[config.mk]
export PLATFORM = sky130hd
export DESIGN_NAME = fp_cmp_stage_flat
export DESIGN_NICKNAME = d
export VERILOG_FILES = /design/src/rtl/fp_cmp_stage_if.sv /design/src/rtl/fp_cmp_stage.sv /design/src/flat_wrapper.sv
export SDC_FILE = /design/constraint.sdc
export NUM_CORES = 1
export LEC_CHECK = 0
export ABC_AREA = 1
export BUFFER_PORTS_ARGS = -buffer_cell sky130_fd_sc_hd__buf_2
export CAP_MARGIN = 30
export CORE_MARGIN = 2
export CORE_UTILIZATION = 57
export CTS_CLUSTER_SIZE = 25
export DETAILED_ROUTE_END_ITERATION = 8
export PLACE_DENSITY = 0.8
export SYNTH_ARGS = -nofsm -noshare
export SYNTH_HDL_FRONTEND = slang
export SYNTH_SLANG_ARGS = --single-unit
[constraint.sdc]
create_clock -name clk -period 5.5 [get_ports clk]
set_input_delay 0.55 -clock clk [delete_from_list [all_inputs] [get_ports clk]]
set_output_delay 0.55 -clock clk [all_outputs]
set_load 0.03 [all_outputs]
[src/rtl/fp_cmp_stage_if.sv]
// Compare-unit bundle: pipeline controls, Compare_in operands and writeback packet.
interface fp_cmp_stage_if #(
    parameter int DATA_W = 32,
    parameter int OP_W   = 3,
    parameter int REG_AW = 5
);
    logic              stall;
    logic              bubble;
    logic [OP_W-1:0]   cmp_op;
    logic [DATA_W-1:0] cmp_a;
    logic [DATA_W-1:0] cmp_b;
    logic [REG_AW-1:0] cmp_dst;
    logic              wb_valid;
    logic [REG_AW-1:0] wb_dst;
    logic [DATA_W-1:0] wb_data;
    logic              busy;

    modport master (
        output stall, bubble, cmp_op, cmp_a, cmp_b, cmp_dst,
        input  wb_valid, wb_dst, wb_data, busy
    );

    modport slave (
        input  stall, bubble, cmp_op, cmp_a, cmp_b, cmp_dst,
        output wb_valid, wb_dst, wb_data, busy
    );
endinterface

[src/rtl/fp_cmp_stage.sv]
// Two-stage Float32 compare / unordered / min / max unit with stall and bubble controls.
// Define FP_CMP_FLAGS_EN to add the sticky invalid-operation flag (flag_clr, invalid_flag).
module fp_cmp_stage #(
    parameter int DATA_W = 32,
    parameter int OP_W   = 3,
    parameter int REG_AW = 5
) (
    input  logic clk,
    input  logic rst,
`ifdef FP_CMP_FLAGS_EN
    input  logic flag_clr,
    output logic invalid_flag,
`endif
    fp_cmp_stage_if.slave bus
);

    localparam logic [OP_W-1:0] OP_NOP = OP_W'(0);
    localparam logic [OP_W-1:0] OP_EQ  = OP_W'(1);
    localparam logic [OP_W-1:0] OP_LT  = OP_W'(2);
    localparam logic [OP_W-1:0] OP_LE  = OP_W'(3);
    localparam logic [OP_W-1:0] OP_UN  = OP_W'(4);
    localparam logic [OP_W-1:0] OP_MIN = OP_W'(5);
    localparam logic [OP_W-1:0] OP_MAX = OP_W'(6);
    localparam logic [DATA_W-1:0] CANON_NAN = DATA_W'(32'h7FC0_0000);

    function automatic logic is_nan(input logic [DATA_W-1:0] x);
        return (x[30:23] == 8'hFF) && (x[22:0] != 23'd0);
    endfunction

`ifdef FP_CMP_FLAGS_EN
    function automatic logic is_snan(input logic [DATA_W-1:0] x);
        return is_nan(x) && !x[22];
    endfunction
`endif

    // Opcode 7 is reserved and behaves exactly like a NOP.
    function automatic logic [OP_W-1:0] legal_op(input logic [OP_W-1:0] op);
        return (op > OP_MAX) ? OP_NOP : op;
    endfunction

    logic              vld_p1;
    logic [OP_W-1:0]   op_p1;
    logic [REG_AW-1:0] dst_p1;
    logic [DATA_W-1:0] a_p1, b_p1;
    logic              nan_a_p1, nan_b_p1, both_zero_p1, mag_lt_p1, mag_eq_p1;

    logic              vld_p2;
    logic [REG_AW-1:0] dst_p2;
    logic [DATA_W-1:0] data_p2;

    logic              sign_a, sign_b, ordered_c, ord_lt_c, eq_c, lt_c;
    logic [DATA_W-1:0] min_c, max_c, res_c;

    // ---- S1: capture bundle, classify, magnitude compare ----
    always_ff @(posedge clk) begin
        if (!rst)
            vld_p1 <= 1'b0;
        else if (bus.bubble)
            vld_p1 <= 1'b0;
        else if (!bus.stall)
            vld_p1 <= (legal_op(bus.cmp_op) != OP_NOP);
    end

    always_ff @(posedge clk) begin
        if (!bus.bubble && !bus.stall) begin
            op_p1        <= legal_op(bus.cmp_op);
            dst_p1       <= bus.cmp_dst;
            a_p1         <= bus.cmp_a;
            b_p1         <= bus.cmp_b;
            nan_a_p1     <= is_nan(bus.cmp_a);
            nan_b_p1     <= is_nan(bus.cmp_b);
            both_zero_p1 <= ((bus.cmp_a | bus.cmp_b) & {1'b0, {(DATA_W-1){1'b1}}}) == '0;
            mag_lt_p1    <= bus.cmp_a[DATA_W-2:0] <  bus.cmp_b[DATA_W-2:0];
            mag_eq_p1    <= bus.cmp_a[DATA_W-2:0] == bus.cmp_b[DATA_W-2:0];
        end
    end

    // ---- S1 -> S2: result select ----
    always_comb begin
        sign_a    = a_p1[DATA_W-1];
        sign_b    = b_p1[DATA_W-1];
        ordered_c = !(nan_a_p1 || nan_b_p1);
        eq_c      = ordered_c && ((mag_eq_p1 && (sign_a == sign_b)) || both_zero_p1);
        // Negative operands reverse the magnitude order.
        if (sign_a != sign_b)
            ord_lt_c = sign_a;
        else if (sign_a)
            ord_lt_c = !mag_lt_p1 && !mag_eq_p1;
        else
            ord_lt_c = mag_lt_p1;
        lt_c = ordered_c && !both_zero_p1 && ord_lt_c;

        if (nan_a_p1 && nan_b_p1) begin
            min_c = CANON_NAN;
            max_c = CANON_NAN;
        end else if (nan_a_p1) begin
            min_c = b_p1;
            max_c = b_p1;
        end else if (nan_b_p1) begin
            min_c = a_p1;
            max_c = a_p1;
        end else if (both_zero_p1) begin
            min_c = {(sign_a | sign_b), {(DATA_W-1){1'b0}}};
            max_c = {(sign_a & sign_b), {(DATA_W-1){1'b0}}};
        end else begin
            min_c = lt_c ? a_p1 : b_p1;
            max_c = lt_c ? b_p1 : a_p1;
        end

        res_c = '0;
        case (op_p1)
            OP_EQ:   res_c = DATA_W'(eq_c);
            OP_LT:   res_c = DATA_W'(lt_c);
            OP_LE:   res_c = DATA_W'(lt_c || eq_c);
            OP_UN:   res_c = DATA_W'(!ordered_c);
            OP_MIN:  res_c = min_c;
            OP_MAX:  res_c = max_c;
            default: res_c = '0;
        endcase
    end

    always_ff @(posedge clk) begin
        if (!rst)
            vld_p2 <= 1'b0;
        else if (!bus.stall)
            vld_p2 <= vld_p1;
    end

    always_ff @(posedge clk) begin
        if (!bus.stall) begin
            dst_p2  <= dst_p1;
            data_p2 <= res_c;
        end
    end

`ifdef FP_CMP_FLAGS_EN
    logic snan_a_p1, snan_b_p1, inv_c, inv_p2, invalid_q;

    always_ff @(posedge clk) begin
        if (!bus.bubble && !bus.stall) begin
            snan_a_p1 <= is_snan(bus.cmp_a);
            snan_b_p1 <= is_snan(bus.cmp_b);
        end
    end

    always_comb begin
        inv_c = 1'b0;
        case (op_p1)
            OP_LT, OP_LE:                  inv_c = nan_a_p1 || nan_b_p1;
            OP_EQ, OP_UN, OP_MIN, OP_MAX:  inv_c = snan_a_p1 || snan_b_p1;
            default:                       inv_c = 1'b0;
        endcase
    end

    always_ff @(posedge clk) begin
        if (!bus.stall)
            inv_p2 <= inv_c;
    end

    // Flag is raised when the op retires from S2; a clear wins over a same-edge set.
    always_ff @(posedge clk) begin
        if (!rst)
            invalid_q <= 1'b0;
        else if (flag_clr)
            invalid_q <= 1'b0;
        else if (!bus.stall && vld_p2 && inv_p2)
            invalid_q <= 1'b1;
    end

    assign invalid_flag = invalid_q;
`endif

    // ---- S2: writeback packet ----
    assign bus.wb_valid = vld_p2;
    assign bus.wb_dst   = vld_p2 ? dst_p2  : '0;
    assign bus.wb_data  = vld_p2 ? data_p2 : '0;
    assign bus.busy     = vld_p1 || vld_p2;

endmodule

[src/flat_wrapper.sv]
// flat-port wrapper written by rule: the top's interface ports become plain ports
module fp_cmp_stage_flat 
#(
    parameter int DATA_W = 32,
    parameter int OP_W   = 3,
    parameter int REG_AW = 5
)
  (clk, rst, bus_stall, bus_bubble, bus_cmp_op, bus_cmp_a, bus_cmp_b, bus_cmp_dst, bus_wb_valid, bus_wb_dst, bus_wb_data, bus_busy);
  fp_cmp_stage_if #(.DATA_W(DATA_W), .OP_W(OP_W), .REG_AW(REG_AW)) bus_i ();
  input  logic clk;
  input  logic rst;
  input wire logic [$bits(bus_i.stall)-1:0] bus_stall;
  input wire logic [$bits(bus_i.bubble)-1:0] bus_bubble;
  input wire logic [$bits(bus_i.cmp_op)-1:0] bus_cmp_op;
  input wire logic [$bits(bus_i.cmp_a)-1:0] bus_cmp_a;
  input wire logic [$bits(bus_i.cmp_b)-1:0] bus_cmp_b;
  input wire logic [$bits(bus_i.cmp_dst)-1:0] bus_cmp_dst;
  output wire logic [$bits(bus_i.wb_valid)-1:0] bus_wb_valid;
  output wire logic [$bits(bus_i.wb_dst)-1:0] bus_wb_dst;
  output wire logic [$bits(bus_i.wb_data)-1:0] bus_wb_data;
  output wire logic [$bits(bus_i.busy)-1:0] bus_busy;
  assign bus_i.stall = bus_stall;
  assign bus_i.bubble = bus_bubble;
  assign bus_i.cmp_op = bus_cmp_op;
  assign bus_i.cmp_a = bus_cmp_a;
  assign bus_i.cmp_b = bus_cmp_b;
  assign bus_i.cmp_dst = bus_cmp_dst;
  assign bus_wb_valid = bus_i.wb_valid;
  assign bus_wb_dst = bus_i.wb_dst;
  assign bus_wb_data = bus_i.wb_data;
  assign bus_busy = bus_i.busy;
  fp_cmp_stage #(.DATA_W(DATA_W), .OP_W(OP_W), .REG_AW(REG_AW)) u_core (.clk(clk), .rst(rst), .bus(bus_i));
endmodule
* Yosys cells after proc, flatten, opt, wreduce, memory -nomap -nowiden
Cells that the tools add are included.
** Storage, ports and cells
- Register bits :: 116
** Cells by class
- Magnitude comparators :: 2
- Equality and inequality tests :: 11
- Muxes and demuxes :: 16
- Bitwise operators :: 4
- Reductions and logical operators :: 24
** Operators with widths (count)
- 32-bit 2-to-1 mux :: 11
- 32-bit case mux with 6 select lines :: 1
- 23-bit nonzero test :: 2
- 32-bit zero test :: 1
- 31-bit == test :: 1
- 31-bit < comparator :: 1
- 31-bit OR :: 1
- 8-bit == test (second input constant) :: 2
- 3-bit == test (second input constant) :: 3
- 1-bit logical AND :: 9
- 3-bit by 2-bit == test with 1-bit output (second input constant) :: 2
- 1-bit zero test :: 6
- 5-bit 2-to-1 mux :: 1
- 1-bit logical OR :: 4
- 3-bit by 1-bit == test with 1-bit output (second input constant) :: 1
- 3-bit greater-than comparator (second input constant) :: 1
- 3-bit 2-to-1 mux :: 1
- 3-bit nonzero test :: 1
- 1-bit 2-to-1 mux :: 2
- 2-bit OR reduction :: 1
- 1-bit bitwise AND :: 1
- 1-bit == test :: 1
- 1-bit != test :: 1
- 1-bit NOT :: 1
- 1-bit OR :: 1

* Longest topological paths before layout
- Depth in word-level cells :: 11
- Depth in mapped cells :: 14

* Least setup slack after synthesis
Ideal clock, no wire load.
- Path kind :: input to register
- Start point :: input port bus_stall
- End point :: register u_core.a_p1[0] (enable)
- Data arrival time :: 3770 ps
- Setup slack :: 1216 ps
- Stages :: 1
- Path through :: nor2_1
** Between the ends
- Longest elaborated chain between the ends :: 2
** Ends and longest elaborated chain
- start, declared :: RTL line flat_wrapper.sv:12 : input wire logic [$bits(bus_i.stall)-1:0] bus_stall;
- 1-bit zero test
- 1-bit logical AND :: RTL line fp_cmp_stage.sv:65 : if (!bus.bubble && !bus.stall) begin
- end signal, assigned :: RTL line fp_cmp_stage.sv:68 : a_p1 <= bus.cmp_a;
- end, declared :: RTL line fp_cmp_stage.sv:44 : logic [DATA_W-1:0] a_p1, b_p1;
Every way passes these cells.
A chain may end at the register's enable or synchronous reset.

* Worst setup path after layout
- Start point :: register u_core.a_p1[31]
- End point :: register u_core.data_p2[30], data pin
** Between the ends
- Longest elaborated chain between the ends :: 9
- Elaborated cells on any way between the ends :: 15
- Classes of those cells :: eq/ne: 1; mux: 13; reduce/logical: 1
** Ends and longest elaborated chain
- 1-bit 2-to-1 mux or 1-bit != test (tied branches) :: RTL line fp_cmp_stage.sv:87, fp_cmp_stage.sv:85
- 1-bit 2-to-1 mux (*) :: RTL line fp_cmp_stage.sv:85 : if (sign_a != sign_b)
- 1-bit logical AND (*) :: RTL line fp_cmp_stage.sv:91 : lt_c = ordered_c && !both_zero_p1 && ord_lt_c;
- 32-bit 2-to-1 mux (on tied branches) :: RTL line fp_cmp_stage.sv:107, fp_cmp_stage.sv:106
- 32-bit 2-to-1 mux :: RTL line fp_cmp_stage.sv:102 : end else if (both_zero_p1) begin
- 32-bit 2-to-1 mux :: RTL line fp_cmp_stage.sv:99 : end else if (nan_b_p1) begin
- 32-bit 2-to-1 mux :: RTL line fp_cmp_stage.sv:96 : end else if (nan_a_p1) begin
- 32-bit 2-to-1 mux :: RTL line fp_cmp_stage.sv:93 : if (nan_a_p1 && nan_b_p1) begin
- 32-bit case mux with 6 select lines (*) :: RTL line fp_cmp_stage.sv:111 : case (op_p1)
- net u_core.res_c[30] :: RTL line fp_cmp_stage.sv:52 : logic [DATA_W-1:0] min_c, max_c, res_c;
- end signal, assigned :: RTL line fp_cmp_stage.sv:132 : data_p2 <= res_c;
- end, declared :: RTL line fp_cmp_stage.sv:49 : logic [DATA_W-1:0] data_p2;
Mark *: on every way through the listed nets, which the timed path passes. The rest lies on a longest branch.

==> results.md <==
- Outcome: completed
- Synthesized area: 7650 um^2
- Hpwl dp: 13,300 um
- Hold Vio Cnt, Final: 0
- CP endpoint: u_core.data_p2[30]
- Total congestion overflow: 0
- Min Clock Period, post-route: 3.35 ns
- Main flop type after synthesis: edfxtp_1
- Critical path fanouts, max: 70
- Share of cells above drive strength 1: 15.9%
- IO Port Bufs: 114
- Die Wd: 120 um
- Power Total: 2.47 mW
- CTS tree: built
- Die area: 14,400 um^2
- Min Hold Slack: 0.310 ns
- Synth warn: 0
- Post-Route WL: 18,700 um
- Row Count: 42
- Post-CTS setup buffer count: 0
- ANT cells: 0
- Skew-Pair Late Insertion Delay: 0.41 ns
- Critical Path Max Stage Delay: 0.73 ns
- Clk slew on worst S/H paths: 0.05 ns
- Seq/Total Area, Yosys: 45.3%
- Largest net degree at the start of global routing: 78
- Post-CTS sizing: 0
- Cts hold-fix bufs: 0
- Maxcap violations: 0
- Crit path required time: 5.66 ns
- Iteration-0 DRC Markers: 466
- Pwr/cell area: 277 nW/um^2
- Critical Path AT: 3.51 ns
- Root Driver: clkbuf_16
- Cts bufs inserted: 17
- Final setup vio count: 0
- CP startpoint kind: register
- Critical register-to-register path startpoint: u_core.a_p1[31]
- Worst-path cell chain: inv_1 -> ha_1 -> inv_1 -> nand2_1 -> nand2_1 -> nand3_4 -> o21ai_4 -> o21ai_1 -> nand2_1 -> nand2_1
- Setup CP Type: reg2reg
- Drt first pass iters: 6
- Pins Over Slew Limit: 0
- Gr usage total: 27.0%
- Peak supply drop: 0.000225 V
- Via count: 6,700
- Number of synthesized flops with an enable pin: 114
- GP Congestion: 0.959
- Starting Density: 58.0%
- Most common cell after layout, fill and taps aside: nand2_1
- Mapped Avg Cell Area: 8.32 um^2
- Most Frequent Cell on Critical Path: nand2_1
- Reg2reg end: u_core.data_p2[30]
- Post-DRT Antenna Nets: 0
- Setup TNS: 0 ns
- DRC viols: 0
- Clock skew: 0.00606 ns
- Total clock sinks: 116
- Async set or reset register ratio after synthesis: 0%
- Slowest-stage cell, CP: nand3_4
- Most frequent cells in the layout: nand2_1 (188), inv_1 (185), buf_2 (114), edfxtp_1 (114), ha_1 (64)
- R2R cell count: 10
- Initial antenna violation count: 0
- Drt via density: 5.56
- Synth Register Bits: 116
- Hold Path Class: in2reg
- Final period util: 60.8%
- Max Root-Sink Buffers: 2
- First-pass GRT wire length: 30,400 um
- Wire per inst: 15.6 um
- H-Tree Depth: 4
- FMAX: 299 MHz
- Slew @ Worst Pin: 0.956 ns
- Distinct cells, synth: 31
- Area grow syn2layout: 16.5%
- Static Leakage: 4.43 nW
- RSZ-0062 raised after global routing: false
- FF-to-FF setup slack: 2.15 ns
- Die Y: 120 um
- CORE AREA: 13,200 um^2
- Synth Instances: 920
- Worst setup EP type: register
- Syn Nets: 1,060
- Nets: 1,158
- Launch point of the worst path: u_core.a_p1[31]
- I/O pins: 115
- Slew Limit Headroom: 36.3%
- Number of global-route vias before repair: 6,075
-- per-stage QoR --
step | worst slack (ns) | std cells | area, um^2 | utilization, %
after global routing | 1.92 | 1205 | 8910 | 67.6
after detailed placement | 2.29 | 1175 | 8350 | 63.3
final | 2.15 | 1205 | 8910 | 67.6
after CTS | 2.26 | 1205 | 8910 | 67.6
after global placement | 2.35 | 1173 | 8320 | 63.0
after floorplan | 1.22 | 920 | 7650 | -
-- kinds of logic (layout without fill, tap and decap cells) --
family                   Yosys count  count (layout)  synth area share [%]
AND/OR/NAND/NOR                  345             345                  20.3
adder cells (fa/ha/maj)           64              64                  10.5
XOR/XNOR                           1               1                 0.114
buffers and inverters            229             338                  11.5
flip-flops                       116             116                  45.3
AO/OA/AOI/OAI                    165             165                  12.4
-- how the worst min path moves through the flow --
stage | startpoint | endpoint | slack [ns] | depth (start not counted)
2_1_floorplan | u_core.dst_p1[0] | u_core.dst_p2[0] | 0.40 | 0
3_3_place_gp | u_core.dst_p1[3] | u_core.dst_p2[3] | 0.40 | 0
3_5_place_dp | u_core.dst_p1[3] | u_core.dst_p2[3] | 0.41 | 0
4_1_cts | bus_cmp_dst[0] | u_core.dst_p1[0] | 0.30 | 1
5_1_grt | bus_cmp_dst[3] | u_core.dst_p1[3] | 0.30 | 1
6_report | bus_cmp_dst[0] | u_core.dst_p1[0] | 0.31 | 1
-- sequential cells by signal (all words and copies together), names as in the netlist --
| name | cells |
|---|---|
| u_core.dst_p1 | 5 |
| u_core.mag_eq_p1 | 1 |
| u_core.both_zero_p1 | 1 |
| u_core.b_p1 | 32 |
| u_core.data_p2 | 32 |
| u_core.op_p1 | 3 |
| u_core.dst_p2 | 5 |
| u_core.mag_lt_p1 | 1 |
| u_core.bus.wb_valid | 1 |
| u_core.nan_b_p1 | 1 |
| u_core.nan_a_p1 | 1 |
| u_core.a_p1 | 32 |
| u_core.vld_p1 | 1 |
-- cell type report --
class	count	area (um^2)
clock buffers	17	425
flip-flops and latches	116	3460
repair buffers	122	646
fillers	1038	4280
multi-input cells	575	3320
clock inverters	13	143
inverters	186	699
well taps	176	220
-- per-layer routing --
metal  share of wire, %  track usage [%]  vias to the layer above
met3                9.3             6.32                       37
met4                2.8             10.2                        0
met5                  0                0                        -
li1                   -                -                     3266
met2                 45             39.6                      338
met1                 43             39.1                     3059
-- synthesized netlist by cell type (6+ instances only) --
cell type / instances / area share, %
ha_1: 64 / 10
o21ai_0: 56 / 3.7
edfxtp_1: 114 / 45
nor2_1: 44 / 2.2
nand4_1: 40 / 3.3
o211ai_1: 30 / 2.9
nor4_1: 16 / 1.3
clkbuf_1: 26 / 1.3
buf_1: 6 / 0.29
nand3_1: 40 / 2.6
o21ai_1: 9 / 0.59
inv_1: 185 / 9.1
or2_2: 7 / 0.57
buf_2: 10 / 0.65
a21oi_1: 58 / 3.8
nand2_1: 188 / 9.2
-- power breakdown --
part,internal (mW),total [mW],switching [mW]
clock network,0.696,1.06,0.369
logic,0.108,0.333,0.225
registers,1.04,1.07,0.0362
total,1.84,2.47,0.630
-- critical path, delay by kind of cell (launching register included) --
family | cells | cell delay (ns)
AO/OA/AOI/OAI | 2 | 0.65
flip-flops | 1 | 0.41
buffers and inverters | 2 | 0.20
AND/OR/NAND/NOR | 5 | 1.54
adder cells (fa/ha/maj) | 1 | 0.28
Power figures use the tool's default switching activity.
